`src/rtl/lvds_sync_word_decoder.sv`:
```
// lvds_sync_word_decoder
//   Multi-lane word aligner and sync decoder that sits between the IO deserialiser
//   and the line-buffer RAM. Each lane delivers serial bits LSB first. Lane 0 is
//   used to find the word boundary on a training pattern and to decode the
//   SOF/SOL/EOL/EOF sync sequences (code, 000, 000, FFF). While a line is active,
//   pixel words from all lanes pass through a 3-word delay line, so the sync
//   prefix of a closing sequence can be dropped. Each released word is written
//   one lane per cycle at a running address.
//
//   Optional feature: define LINE_LEN_CHECK_EN to count lane-0 pixels per line.
//   At EOL/EOF, a count other than LINE_LEN sets sync_err.
//
// Ports
//   clk          system clock, rising edge
//   io_rst_n     asynchronous active-low reset
//   bit_in       one serial bit per lane, sampled when bit_valid=1
//   bit_valid    bit strobe
//   relock       1-cycle pulse: drop lock and return to hunting
//   address      line-buffer write address
//   data_word    pixel word, zero-extended to OUT_W
//   write_en     1-cycle write strobe
//   locked       word alignment locked
//   frame_start  1-cycle pulse on SOF decode
//   line_end     1-cycle pulse on EOL/EOF decode
//   sync_err     sticky sync error, cleared by relock or reset
module lvds_sync_word_decoder #(
  parameter int unsigned       NUM_CH   = 4,
  parameter int unsigned       WORD_W   = 12,
  parameter int unsigned       OUT_W    = 16,
  parameter int unsigned       ADDR_W   = 10,
  parameter logic [WORD_W-1:0] TP       = WORD_W'(12'hA5B),
  parameter int unsigned       LOCK_CNT = 4,
  parameter logic [WORD_W-1:0] SOF_CODE = WORD_W'(12'h9D0),
  parameter logic [WORD_W-1:0] SOL_CODE = WORD_W'(12'h800),
  parameter logic [WORD_W-1:0] EOL_CODE = WORD_W'(12'hAB0),
  parameter logic [WORD_W-1:0] EOF_CODE = WORD_W'(12'hB60)
`ifdef LINE_LEN_CHECK_EN
  , parameter int unsigned     LINE_LEN = 256
`endif
) (
  input  logic              clk,
  input  logic              io_rst_n,
  input  logic [NUM_CH-1:0] bit_in,
  input  logic              bit_valid,
  input  logic              relock,
  output logic [ADDR_W-1:0] address,
  output logic [OUT_W-1:0]  data_word,
  output logic              write_en,
  output logic              locked,
  output logic              frame_start,
  output logic              line_end,
  output logic              sync_err
);

  localparam int unsigned CNT_W = (WORD_W > 1) ? $clog2(WORD_W) : 1;
  localparam int unsigned IDX_W = (NUM_CH > 1) ? $clog2(NUM_CH) : 1;
  localparam int unsigned MCH_W = $clog2(LOCK_CNT + 1);
  localparam logic [WORD_W-1:0] ZERO_W = '0;
  localparam logic [WORD_W-1:0] ONES_W = '1;
`ifdef LINE_LEN_CHECK_EN
  localparam int unsigned LC_W = $clog2(LINE_LEN + 1) + 1;
`endif

  typedef enum logic [1:0] {HUNT, LOCKING, IDLE, LINE} state_t;

  state_t                               state;
  logic [NUM_CH-1:0][WORD_W-2:0]        part;      // last WORD_W-1 bits per lane
  logic [CNT_W-1:0]                     bit_cnt;
  logic [MCH_W-1:0]                     match_cnt;
  logic [2:0][WORD_W-1:0]               hist;      // lane-0 word history, [0] newest
  logic [2:0][NUM_CH-1:0][WORD_W-1:0]   dly;       // delay line, [2] oldest
  logic [1:0]                           fill;
  logic [NUM_CH-1:0][WORD_W-1:0]        hold;      // released words awaiting write slots
  logic                                 slot_busy;
  logic [IDX_W-1:0]                     slot_idx;
`ifdef LINE_LEN_CHECK_EN
  logic [LC_W-1:0]                      line_cnt;
`endif

  logic [NUM_CH-1:0][WORD_W-1:0] word_c;
  logic                          word_done_c;
  logic                          sync_c;
  logic                          sof_c;
  logic                          sol_c;
  logic                          end_c;

  // Word assembly and sync-sequence decode on lane 0
  always_comb begin
    word_c = '0;
    for (int k = 0; k < NUM_CH; k++) begin
      word_c[k] = {bit_in[k], part[k]};
    end
    word_done_c = bit_valid && (bit_cnt == CNT_W'(WORD_W - 1));
    sync_c      = word_done_c && (word_c[0] == ONES_W) &&
                  (hist[0] == ZERO_W) && (hist[1] == ZERO_W);
    sof_c       = sync_c && (hist[2] == SOF_CODE);
    sol_c       = sync_c && (hist[2] == SOL_CODE);
    end_c       = sync_c && ((hist[2] == EOL_CODE) || (hist[2] == EOF_CODE));
  end

  // Alignment FSM, delay line, write slots and outputs
  always_ff @(posedge clk or negedge io_rst_n) begin
    if (!io_rst_n) begin
      state       <= HUNT;
      part        <= '0;
      bit_cnt     <= '0;
      match_cnt   <= '0;
      hist        <= '0;
      dly         <= '0;
      fill        <= '0;
      hold        <= '0;
      slot_busy   <= 1'b0;
      slot_idx    <= '0;
      address     <= '0;
      data_word   <= '0;
      write_en    <= 1'b0;
      locked      <= 1'b0;
      frame_start <= 1'b0;
      line_end    <= 1'b0;
      sync_err    <= 1'b0;
`ifdef LINE_LEN_CHECK_EN
      line_cnt    <= '0;
`endif
    end else begin
      frame_start <= 1'b0;
      line_end    <= 1'b0;
      write_en    <= 1'b0;

      if (bit_valid) begin
        for (int k = 0; k < NUM_CH; k++) begin
          part[k] <= word_c[k][WORD_W-1:1];
        end
        bit_cnt <= word_done_c ? '0 : bit_cnt + 1'b1;
      end
      if (word_done_c) begin
        hist <= {hist[1:0], word_c[0]};
      end

      // One lane per cycle from the hold register
      if (slot_busy) begin
        write_en  <= 1'b1;
        data_word <= OUT_W'(hold[slot_idx]);
        if (slot_idx == IDX_W'(NUM_CH - 1)) begin
          slot_busy <= 1'b0;
        end else begin
          slot_idx <= slot_idx + 1'b1;
        end
      end
      if (write_en) begin
        address <= address + 1'b1;
      end

      if (relock) begin
        state     <= HUNT;
        locked    <= 1'b0;
        sync_err  <= 1'b0;
        fill      <= '0;
        slot_busy <= 1'b0;
        write_en  <= 1'b0;
      end else begin
        case (state)
          HUNT: begin
            // Any bit position may end a training word while hunting
            if (bit_valid && (word_c[0] == TP)) begin
              bit_cnt   <= '0;
              match_cnt <= MCH_W'(1);
              if (LOCK_CNT <= 1) begin
                state  <= IDLE;
                locked <= 1'b1;
              end else begin
                state <= LOCKING;
              end
            end
          end
          LOCKING: begin
            if (word_done_c) begin
              if (word_c[0] == TP) begin
                if (match_cnt == MCH_W'(LOCK_CNT - 1)) begin
                  state  <= IDLE;
                  locked <= 1'b1;
                end else begin
                  match_cnt <= match_cnt + 1'b1;
                end
              end else begin
                state <= HUNT;
              end
            end
          end
          IDLE: begin
            if (sof_c || sol_c) begin
              state       <= LINE;
              frame_start <= sof_c;
              address     <= '0;
              fill        <= '0;
`ifdef LINE_LEN_CHECK_EN
              line_cnt    <= '0;
`endif
            end
          end
          LINE: begin
            if (sof_c || sol_c) begin
              // Unexpected line start: restart the line in place
              sync_err <= 1'b1;
              address  <= '0;
              fill     <= '0;
`ifdef LINE_LEN_CHECK_EN
              line_cnt <= '0;
`endif
            end else if (end_c) begin
              // Delay line holds the code/000/000 prefix; drop it
              state    <= IDLE;
              line_end <= 1'b1;
              fill     <= '0;
`ifdef LINE_LEN_CHECK_EN
              if (line_cnt != LC_W'(LINE_LEN)) begin
                sync_err <= 1'b1;
              end
`endif
            end else if (word_done_c) begin
              dly <= {dly[1:0], word_c};
              if (fill == 2'd3) begin
                hold      <= dly[2];
                slot_busy <= 1'b1;
                slot_idx  <= '0;
`ifdef LINE_LEN_CHECK_EN
                if (line_cnt != '1) begin
                  line_cnt <= line_cnt + 1'b1;
                end
`endif
              end else begin
                fill <= fill + 1'b1;
              end
            end
          end
          default: state <= HUNT;
        endcase
      end
    end
  end

endmodule

```
`config.mk`:
```
export PLATFORM = sky130hd
export DESIGN_NAME = lvds_sync_word_decoder
export DESIGN_NICKNAME = d
export VERILOG_FILES = /design/src/rtl/lvds_sync_word_decoder.sv
export SDC_FILE = /design/constraint.sdc
export NUM_CORES = 1
export LEC_CHECK = 0
export ABC_AREA = 1
export CORE_MARGIN = 2
export CORE_UTILIZATION = 34
export DETAILED_ROUTE_END_ITERATION = 7
export PLACE_DENSITY_LB_ADDON = 0.3
export SYNTH_ARGS = -nofsm -noshare
export SYNTH_HDL_FRONTEND = slang
export SYNTH_SLANG_ARGS = --single-unit
```
`constraint.sdc`:
```
create_clock -name clk -period 5.32 [get_ports clk]
set_clock_uncertainty 0.15 [all_clocks]
set_input_delay 1.064 -clock clk [delete_from_list [all_inputs] [get_ports clk]]
set_output_delay 1.064 -clock clk [all_outputs]
set_load 0.02 [all_outputs]
```
# --- Word level (Yosys, flattened, before mapping) ---
# Index checks and enable logic that the tools add are counted.
word_totals:
  romBits: 0
  inputBits: 8
  mem_bits_rw: 0
  word_cells: 164
  n_memories: 0
  latch_bits: 0
  output_inout_bits: 31
  reg_bits: 313
classes:
  eq_ne: 25
  n_mul: 0
  mux: 65
  order_cmp: 1
  shifts: 0
  n_bitwise: 3
  n_addsub: 5
  n_reduce_logical: 29
  n_div: 0
op_table:
  columns: ["operator", "count"]
  rows:
  - ["12-bit equality test (second input constant)", 6]
  - ["2-bit two-way mux", 22]
  - ["10-bit two-way mux", 4]
  - ["1-bit two-way mux", 25]
  - ["12-bit binary-select mux with 2-bit select", 1]
  - ["12-bit logical NOT", 2]
  - ["4-bit two-way mux", 5]
  - ["6-bit AND reduction", 3]
  - ["3-bit != test (second input constant)", 5]
  - ["2-bit nonzero test", 7]
  - ["12-bit two-way mux", 1]
  - ["3-bit two-way mux", 4]
  - ["10-bit by 1-bit adder with 10-bit output (second input constant)", 1]
  - ["5-bit != test (second input constant)", 2]
  - ["2-bit equality test (second input constant)", 4]
  - ["1-bit logical AND", 8]
  - ["2-bit != test (second input constant)", 4]
  - ["2-bit case mux with 4 select lines", 1]
  - ["4-bit AND reduction", 2]
  - ["3-bit case mux with 2 select lines", 1]
  - ["5-bit AND reduction", 1]
  - ["2-bit by 1-bit adder with 2-bit output (second input constant)", 2]
  - ["4-bit by 1-bit adder with 4-bit output (second input constant)", 1]
  - ["4-bit equality test (second input constant)", 1]
  - ["other kinds (12)", 15]

# --- Logic depth before layout (Yosys ltp) ---
# Gate-level depths: netlist of run 1.
depth:
  ltp_word: 10
  ltp_mapped: 13
  depth_no_buf: 12

# --- Least setup slack after synthesis of run 1 ---
# No wires, ideal clock.
synth_timing:
  path_type: "input to register"
  start: "input port bit_valid"
  end: "register dly[72] (netlist name)"
  path_slack_ps: 2691
  path_stages: 11
  setup_ps: 123
  required_time_ps: 5047
  arrival_ps: 2355
  path_cell_list: "nand2_2 > nor2_4 > nand3_1 > nor2_2 > nand3_1 > nand2_2 > nor2_2 > buf_4 > clkbuf_1 > nor2_1 > a21oi_1"
synth_via:
  elab_chain_len: 8
  elab_cells_between_ends: 11
  classes_between: "bitwise (2); reduce/logical (9)"
synth_lines:
  columns: ["item", "line", "text"]
  rows:
  - ["start, declared", "44", "input logic bit_valid,"]
  - ["1-bit logical AND (*)", "93", "word_done_c = bit_valid && (bit_cnt == CNT_W'(WORD_W - 1));"]
  - ["1-bit logical AND (2 in a row)", "94", "sync_c = word_done_c && (word_c[0] == ONES_W) &&"]
  - ["1-bit logical AND", "95", "(hist[0] == ZERO_W) && (hist[1] == ZERO_W);"]
  - ["1-bit logical AND, on equally long branches", "96, 97", null]
  - ["1-bit logical OR", "201", "if (sof_c || sol_c) begin"]
  - ["1-bit NOT (no source line)", null, null]
  - ["5-bit AND reduction (no source line) (*)", null, null]
  - ["end signal, assigned", "220", "dly <= {dly[1:0], word_c};"]
  - ["end, declared", "71", "logic [2:0][NUM_CH-1:0][WORD_W-1:0] dly;"]
# Every way passes the cells marked *; elsewhere a longest branch is shown, timed or not.
# A chain may end at the register's enable or synchronous reset.

# --- Worst setup path in the final report of run 1 ---
layout_timing:
  start: "input port relock"
  end: "register hold[1] (netlist name)"
layout_via:
  elab_chain_len: 2
layout_lines:
  columns: ["item", "line", "text"]
  rows:
  - ["start, declared", "45", "input logic relock,"]
  - ["1-bit NOT (no source line)", null, null]
  - ["6-bit AND reduction (no source line)", null, null]
  - ["end signal, assigned", "222", "hold <= dly[2];"]
  - ["end, declared", "73", "logic [NUM_CH-1:0][WORD_W-1:0] hold;"]
# No other way between the ends.

==> impl_metrics.env, run 1 <==
export IMPL_ant_nets=0
export IMPL_synth_cell_types=33
export IMPL_gp_congestion=0.7756
export IMPL_viasPerCell=4.555
export IMPL_cpPeakStageDelay_ns=0.60
export IMPL_cts_hold_buf=0
export IMPL_synth_most_common_cell="nand2_1"
export IMPL_syn_area_mm2=0.01287
export IMPL_cts_tree="done"
export IMPL_dpl_hpwl_um=16830
export IMPL_io_pins=39
export IMPL_die_area_mm2=0.03942
export IMPL_synthToLayoutAreaGrowth_pct=14.12
export IMPL_yosys_area_top_type_share=0.6087
export IMPL_cpMostUsedCell="buf_4"
export IMPL_endpoint_kind="flop"
export IMPL_powerDensity_mw_per_mm2=377.7
export IMPL_hold_viol=0
export IMPL_overflow=0
export IMPL_setup_viol=0
export IMPL_cts_sinks=313
export IMPL_final_area_mm2=0.01469
export IMPL_fill_cells=3768
export IMPL_path_class="input port to flop"
export IMPL_synth_edf_count=0
export IMPL_drt_iter0_markers=640
export IMPL_num_vias=9173
export IMPL_cp_arrival_ns=3.65
export IMPL_hold_path_class="flop to flop"
export IMPL_routed_wl_um=26830
export IMPL_yosys_warnings=0
export IMPL_grt_pass1_vias=8704
export IMPL_grt_antenna_before_repair=0
export IMPL_netlist_instances=1479
export IMPL_synth_common_cells="nand2_1 (442), dfrtp_1 (313), nor2_1 (149)"
export IMPL_initial_utilization=0.3433
export IMPL_yosysTopAreaCell="dfrtp_1"
export IMPL_num_antenna_cells=0
export IMPL_syn_area_per_cell_um2=8.701
export IMPL_grt_pass1_wl_um=45650
export IMPL_drc=0
export IMPL_placed_area_mm2=0.01364
export IMPL_nets=1494
export IMPL_chipWidth_um=198.5
export IMPL_firstDrtPassIters=5
export IMPL_worstMarginPinSlew_ns=1.081
export IMPL_track_usage=0.1410
export IMPL_io_buffers=34
export IMPL_register_area_mm2=0.007833
export IMPL_rsz0062_at_grt="no"
export IMPL_multiInputGateArea_mm2=0.004218
export IMPL_drv_cap=0
export IMPL_cts_buffers_inserted=31
export IMPL_finalSetupTns_ns=0
export IMPL_clock_root_buffer="clkbuf_16"
export IMPL_core_mm2=0.03749
export IMPL_dieHeight_um=198.5
export IMPL_cts_max_level=1
export IMPL_postCtsSetupRepairBufs=0
export IMPL_ys_flop_type="dfrtp_1"
export IMPL_yosysSeqAreaShare=0.6087
export IMPL_start_kind="input port"
export IMPL_async_reset_ff_frac=1.000
export IMPL_fmax_mhz=301.1
export IMPL_p_total_mw=5.546
export IMPL_cp_max_fo=77
export IMPL_status="finished clean"
export IMPL_slowest_stage="buf_4"
export IMPL_cts_resized=0
export IMPL_crit_chain="clkdlybuf4s50_1 -> nor3_2 -> nand2_2 -> buf_4 -> nor2_4 -> buf_4 -> nand3_1 -> nand2_1"
export IMPL_clkTransAtPathRegs_ns=0.06
export IMPL_ir_worst_vdd_mv=0.2264
export IMPL_fp_row_count=71
export IMPL_finalCriticalPeriod_ns=3.321
export IMPL_required_ns=5.65
export IMPL_final_util=0.3917
export IMPL_ys_ff_latch=313
export IMPL_clk_path_buf_depth=3
export IMPL_grt_max_degree=217
export IMPL_leakage_nw=7.526
export IMPL_report_final_slew_viol_count=0
export IMPL_slew_headroom=0.2795
export IMPL_fin_crit_sh=0.6242
export IMPL_insertion_delay_ns=0.55
export IMPL_drive_gt1_frac=0.04923
export IMPL_yosys_top_cells_area="dfrtp_1 (61%), nand2_1 (13%), o21ai_0 (5.4%)"
export IMPL_wire_per_inst_um=13.32
-- placed cells by master, fill, tap and decap left out, types with 2 or more instances in the layout --
master	synthesis	final
a21oi_1	64	64
a31oi_1	13	13
buf_12	0	3
buf_4	5	10
bufinv_16	0	4
clkbuf_1	37	10
clkbuf_16	0	31
clkbuf_8	0	7
clkdlybuf4s50_1	0	32
clkinv_2	0	2
conb_1	1	4
dfrtp_1	313	313
ha_1	5	4
inv_1	125	125
nand2_1	442	442
nand2_2	3	3
nand3_1	72	72
nand4_1	9	9
nor2_1	149	149
nor2_4	1	2
nor3_1	6	6
nor3b_1	2	2
nor4_1	5	5
o21ai_0	139	139
o21ai_1	29	29
or2_2	4	4
xnor2_1	2	2
xor2_1	4	4
-- power breakdown --
group	leakage (nW)	switching, mW	internal [mW]
Combinational	2.99	0.366	0.181
Clock	0.509	0.884	1.36
Sequential	4.03	0.152	2.61
-- per-stage QoR --
stage          cells  setup slack (ns)  hold WS [ns]
2_1_floorplan   1482             2.691        0.2866
3_3_place_gp    1959             1.430        0.2982
3_5_place_dp    1959             1.402        0.3033
4_1_cts         2014             1.981        0.3161
5_1_grt         2014             1.747        0.3410
6_report        2014             1.999        0.3149
-- state kept, by name, summed over array words and instances (netlist names), 2 cells and up --
signal and flops:
dly 144, hold 48, part 44, hist 36, data_word 12, address 10
bit_cnt 4, match_cnt 3, fill 2, slot_idx 2, state 2
-- layer usage --
metal  share of wire  global-route usage  vias to the layer above
li1                -                   -                     4672
met1            0.51              0.2159                     4340
met2            0.43              0.2123                      133
met3           0.036             0.01882                       28
met4           0.016             0.03096                        0
met5               0                   0                        -
-- final cells by class --
class                           count  share of cell area
Sequential cell                   313              0.5334
Multi-Input combinational cell    962              0.2872
Clock buffer                       48             0.06194
Tap cell                          511             0.04354
Timing Repair Buffer               47             0.03238
Inverter                          126             0.03221
Clock inverter                      7            0.009372
-- worst paths after layout --
kind / from / slack (ns) / cells after the start / to
max in group asynchronous: io_rst_n / 3.46 / 2 / part[30]$_DFFE_PN0P_
min: hold[22]$_DFFE_PN0P_ / 0.31 / 2 / hold[22]$_DFFE_PN0P_
min in group asynchronous: io_rst_n / 0.42 / 1 / bit_cnt[2]$_DFF_PN0_
min reg2reg: hold[22]$_DFFE_PN0P_ / 0.31 / 2 / hold[22]$_DFFE_PN0P_
max reg2reg: bit_cnt[0]$_DFF_PN0_ / 2.36 / 10 / hold[1]$_DFFE_PN0P_
max: relock / 2.00 / 8 / hold[1]$_DFFE_PN0P_
-- cell families (layout without fill, tap and decap cells) --
family,count (synthesis),count (layout),synth area share
AND/OR/NAND/NOR,698,698,0.2180
adder cells (fa/ha/maj),5,5,0.004861
flip-flops,313,313,0.6087
buffers and inverters,207,228,0.06505
other,1,4,0.0002914
AO/OA/AOI/OAI,249,249,0.09908
XOR/XNOR,6,6,0.004084
-- critical path, delay by kind of cell --
family	cells	cell delay (ns)
buffers and inverters	3	1.43
AND/OR/NAND/NOR	5	1.10
Note: power is estimated with default switching activity, not from simulation.
==> run 2: changes to the inputs <==
clock period = 3 ns   (was 5.32 ns; I/O delays follow)
==> impl_metrics.env, run 2 (synthesis gave the netlist of run 1 again) <==
export IMPL_slowest_stage="dfrtp_1"
export IMPL_top_register="dly"
export IMPL_fmax_mhz=415.7
export IMPL_top_regs="dly: 144 flops, hold: 48 flops, part: 44 flops"
export IMPL_top_usage_layer="met1"
export IMPL_grt_pass1_vias=8896
export IMPL_setup_ws_ns=0.5943
export IMPL_insertion_delay_ns=0.56
export IMPL_firstDrtPassIters=5
export IMPL_grtUsageMet1=0.2183
export IMPL_layout_commonest_cell="nand2_1"
export IMPL_finalCriticalPeriod_ns=2.406
export IMPL_cts_buffers_inserted=31
export IMPL_io_pins=39
export IMPL_hold_viol=0
export IMPL_endpoint_kind="flop"
export IMPL_drc=0
export IMPL_hold_slack_ns=0.2866
export IMPL_cpPeakStageDelay_ns=0.38
export IMPL_initial_utilization=0.3433
export IMPL_fp_row_count=71
export IMPL_cpMostUsedCell="nand2_1"
export IMPL_grt_pass1_wl_um=46520
export IMPL_power_frac_comb=0.102
export IMPL_viasPerCell=4.551
export IMPL_ant_nets=0
export IMPL_cts_tree="done"
export IMPL_p_int_mw=7.116
export IMPL_clkTransAtPathRegs_ns=0.06
export IMPL_pwr_share_clk=0.388
export IMPL_drive_gt1_frac=0.05622
export IMPL_cts_sinks=313
export IMPL_cp_max_fo=38
export IMPL_final_util=0.3940
export IMPL_grt_max_degree=86
export IMPL_powerDensity_mw_per_mm2=649.4
export IMPL_track_usage=0.1442
export IMPL_dieHeight_um=198.5
export IMPL_largest_reg_flops=144
export IMPL_grt_use_met2=0.2138
export IMPL_wire_per_inst_um=13.43
export IMPL_core_mm2=0.03749
export IMPL_cts_resized=0
export IMPL_switchingPower_mw=2.476
export IMPL_setup_viol=0
export IMPL_drv_cap=0
export IMPL_crit_chain="ha_1 -> nand2_2 -> nor2_4 -> buf_4 -> clkinv_1 -> or2_2 -> nand4_1 -> nand2_1 -> nand2_1 -> nand2_1"
export IMPL_cts_hold_buf=1
export IMPL_status="finished clean"
export IMPL_clk_path_buf_depth=3
export IMPL_worstMarginPinSlew_ns=0.6955
export IMPL_met3_usage=0.02170
export IMPL_clock_root_buffer="clkbuf_16"
export IMPL_gp_congestion=0.7688
export IMPL_overflow=0
export IMPL_dpl_hpwl_um=17630
export IMPL_finalNonFillerCells=2023
export IMPL_postCtsSetupRepairBufs=0
export IMPL_die_area_mm2=0.03942
export IMPL_cp_arrival_ns=2.70
export IMPL_rrSetupSlack_ns=0.59
export IMPL_cts_max_level=1
export IMPL_finalSetupTns_ns=0
export IMPL_io_buffers=34
export IMPL_pre_cts_ws_ns=0.1312
export IMPL_num_vias=9206
export IMPL_leakage_nw=7.586
export IMPL_routed_wl_um=27160
export IMPL_num_antenna_cells=0
export IMPL_slew_headroom=0.5358
export IMPL_placed_cells=1970
export IMPL_fill_cells=3797
export IMPL_nets=1506
export IMPL_grt_antenna_before_repair=0
export IMPL_drt_iter0_markers=737
export IMPL_fin_crit_sh=0.8019
export IMPL_synthToLayoutAreaGrowth_pct=14.78
export IMPL_chipWidth_um=198.5
export IMPL_required_ns=3.30
export IMPL_swShare=0.2582
export IMPL_start_kind="flop"
export IMPL_rsz0062_at_grt="no"
export IMPL_report_final_slew_viol_count=0
export IMPL_final_cell_mix="nand2_1 (442), dfrtp_1 (313), nor2_1 (149)"
export IMPL_pwr_share_seq=0.510
export IMPL_hold_path_class="input port to flop"
export IMPL_ir_worst_vdd_mv=0.3400
export IMPL_path_class="flop to flop"
run 2: cell count changes in the layout (fill, tap and decap cells not counted), moves of 3 or more:
cell	change
bufinv_16	-4
buf_4	+6
clkbuf_1	-3
buf_12	+5
clkbuf_8	+5
run 2: cell type report:
class	instances	area, um2	area share
Sequential cell	313	7833	0.5303
Tap cell	511	639.4	0.04329
Clock inverter	2	10.01	0.0006777
Clock buffer	50	967.2	0.06548
Timing Repair Buffer	59	630.6	0.04269
Multi-Input combinational cell	962	4218	0.2856
Inverter	126	473.0	0.03202
run 2: per-stage QoR:
step	instance area, um2	total power, mW
6_report	14770	9.592
5_1_grt	14770	10.10
4_1_cts	14770	9.715
3_5_place_dp	13780	5.951
3_3_place_gp	13780	5.913
2_1_floorplan	12880	5.583
run 2: critical path, delay by kind of cell, from the launching register on:
family,cells,cell delay (ns)
simple gates,7,0.99
fa+ha+maj,1,0.18
buf+inv,2,0.57
flops,1,0.38
run 2: metal layers:
metal	part of all wire	wire (um)
met3	0.038	1023
met5	0	0
met1	0.52	14050
met4	0.016	447
met2	0.43	11630
run 2: power by group through the flow:
stage | registers, mW | clock network, mW | logic [mW]
3_5_place_dp | 4.97 | 0 | 0.984
2_1_floorplan | 4.89 | 0 | 0.691
4_1_cts | 4.89 | 3.83 | 0.989
6_report | 4.90 | 3.72 | 0.975
3_3_place_gp | 4.96 | 0 | 0.954
5_1_grt | 4.95 | 4.00 | 1.15
run 2: worst paths after layout:
check	startpoint	endpoint	depth (start not counted)
min in group asynchronous	io_rst_n	hist[23]$_DFFE_PN0N_	2
max in group asynchronous	io_rst_n	dly[127]$_DFFE_PN0P_	3
max reg2reg	bit_cnt[0]$_DFF_PN0_	fill[1]$_DFFE_PN0P_	10
min	bit_valid	bit_cnt[2]$_DFF_PN0_	5
max	bit_cnt[0]$_DFF_PN0_	fill[1]$_DFFE_PN0P_	10
min reg2reg	hold[46]$_DFFE_PN0P_	hold[46]$_DFFE_PN0P_	2
==> run 3: changes to the inputs <==
clock period = 2.2 ns   (was 3 ns; I/O delays follow)
==> impl_metrics.env, run 3 (synthesis gave the netlist of run 1 again) <==
export IMPL_status="finished clean"
export IMPL_r2r_start="bit_cnt[1]$_DFF_PN0_"
export IMPL_num_antenna_cells=0
export IMPL_reg2reg_to="dly[96]$_DFFE_PN0P_"
export IMPL_fmax_mhz=470.0
export IMPL_setup_viol=0
export IMPL_slew_headroom=0.5443
export IMPL_cts_max_level=2
export IMPL_clk_path_buf_depth=3
export IMPL_initial_utilization=0.3433
export IMPL_final_util=0.4218
export IMPL_top_regs="dly: 144 flops, hold: 48 flops, part: 44 flops"
export IMPL_critPathCapture="address[3]"
export IMPL_fin_crit_sh=0.9671
export IMPL_cpPeakStageDelay_ns=0.63
export IMPL_fill_cells=3729
export IMPL_num_vias=9583
export IMPL_nets=1587
export IMPL_path_buf_inv=1
export IMPL_io_buffers=34
export IMPL_die_area_mm2=0.03942
export IMPL_start_kind="flop"
export IMPL_io_pins=39
export IMPL_viasPerCell=4.548
export IMPL_crit_chain="clkdlybuf4s50_1"
export IMPL_top_register="dly"
export IMPL_dpl_hpwl_um=18530
export IMPL_drc=0
export IMPL_cp_max_fo=4
export IMPL_reg2reg_depth=13
export IMPL_chipWidth_um=198.5
export IMPL_endpoint_kind="output pin"
export IMPL_drv_cap=0
export IMPL_critPathLaunch="address[3]$_DFF_PN0_"
export IMPL_wire_per_inst_um=13.70
export IMPL_drive_gt1_frac=0.1140
export IMPL_powerDensity_mw_per_mm2=883.6
export IMPL_multiInputGateArea_mm2=0.004278
export IMPL_report_final_slew_viol_count=0
export IMPL_rrSetupSlack_ns=0.10
export IMPL_core_mm2=0.03749
export IMPL_path_class="flop to output pin"
export IMPL_required_ns=1.61
export IMPL_routed_wl_um=28870
export IMPL_finalCriticalPeriod_ns=2.128
export IMPL_register_area_mm2=0.007833
export IMPL_insertion_delay_ns=0.52
export IMPL_grt_antenna_before_repair=0
export IMPL_leakage_nw=8.200
export IMPL_path_depth=1
export IMPL_cp_arrival_ns=1.54
export IMPL_finalNonFillerCells=2107
export IMPL_slowest_stage="clkdlybuf4s50_1"
export IMPL_clkTransAtPathRegs_ns=0.06
export IMPL_track_usage=0.1473
export IMPL_cts_sinks=313
export IMPL_hold_viol=0
export IMPL_fp_row_count=71
export IMPL_placed_cells=2036
export IMPL_gp_congestion=0.7907
export IMPL_largest_reg_flops=144
export IMPL_ant_nets=0
export IMPL_firstDrtPassIters=5
export IMPL_grt_pass1_wl_um=47230
export IMPL_grt_max_degree=69
export IMPL_hold_path_class="input port to flop"
export IMPL_layout_commonest_cell="nand2_1"
export IMPL_final_cell_mix="nand2_1 (440), dfrtp_1 (313), nor2_1 (145)"
export IMPL_grt_pass1_vias=9142
export IMPL_clock_root_buffer="clkbuf_16"
export IMPL_drt_iter0_markers=577
export IMPL_cts_tree="done"
export IMPL_overflow=0
export IMPL_rsz0062_at_grt="yes"
export IMPL_critPathTopFamily="buffers and inverters"
export IMPL_synthToLayoutAreaGrowth_pct=22.87
export IMPL_ir_worst_vdd_mv=0.5172
export IMPL_cts_buffers_inserted=34
export IMPL_worstMarginPinSlew_ns=0.6827
export IMPL_dieHeight_um=198.5
## run 3: cell count changes in the layout (fill, tap and decap cells not counted), sizes merged
| cell | delta |
|---|---|
| buf | +70 |
| bufinv | +2 |
| dlymetal6s2s | +3 |
| inv | +1 |
| clkinv | +5 |
| clkbuf | +4 |
| clkdlybuf4s50 | -3 |
| clkinvlp | +2 |
## run 3: how the worst min path moves through the flow
stage / endpoint / cells past startpoint / start / slack [ns]
finish: bit_cnt[2]$_DFF_PN0_ / 6 / bit_valid / 0.28
global route: bit_cnt[2]$_DFF_PN0_ / 6 / bit_valid / 0.30
CTS: bit_cnt[2]$_DFF_PN0_ / 6 / bit_valid / 0.25
detailed placement: bit_cnt[3]$_DFF_PN0_ / 1 / io_rst_n / 0.26
global placement: bit_cnt[3]$_DFF_PN0_ / 1 / io_rst_n / 0.26
floorplan: address[0]$_DFF_PN0_ / 0 / io_rst_n / -0.006
## run 3: through the flow
| step | hold slack, ns | worst slack [ns] | instance area (um2) | power (mW) | TNS, ns |
|---|---|---|---|---|---|
| 2_1_floorplan | -0.005591 | 0.1161 | 12880 | 7.613 | 0 |
| 3_3_place_gp | 0.2583 | -0.5100 | 14340 | 8.353 | -59.02 |
| 3_5_place_dp | 0.2612 | -0.4997 | 14340 | 8.412 | -63.72 |
| 4_1_cts | 0.2548 | 0.01667 | 15470 | 14.09 | 0 |
| 5_1_grt | 0.2963 | -0.03474 | 15810 | 14.71 | -0.1815 |
| 6_report | 0.2781 | 0.07230 | 15810 | 13.97 | 0 |
## run 3: final cells by class
class                   count  area share
flip-flops and latches    313      0.4954
multi-input cells         962      0.2706
repair buffers            137     0.09409
clock buffers              46     0.06180
well taps                 511     0.04044
inverters                 126     0.03015
clock inverters            12    0.007597
## run 3: timing repair
| action | in CTS | in global routing |
|---|---|---|
| cloned | 0 | 8 |
| pin swaps | 0 | 6 |
| buffers inserted | 0 | 4 |
| endpoints found under the hold margin | 44 | 0 |
| gates resized for setup | 6 | 28 |
| hold buffers | 1 | 0 |
| setup endpoints to repair | 54 | 90 |
## run 3: power breakdown
group	leakage [nW]	switching [mW]	internal [mW]
Sequential	4.03	0.321	6.30
Combinational	3.62	1.04	0.717
Clock	0.545	2.24	3.35
Total	8.20	3.61	10.4
## run 3: routing by layer
metal	vias up	global-route usage	wire length, um
met2	137	0.2216	12780
li1	4885	-	-
met4	0	0.04063	499
met3	35	0.02475	967
met1	4526	0.2194	14630
met5	-	0	0
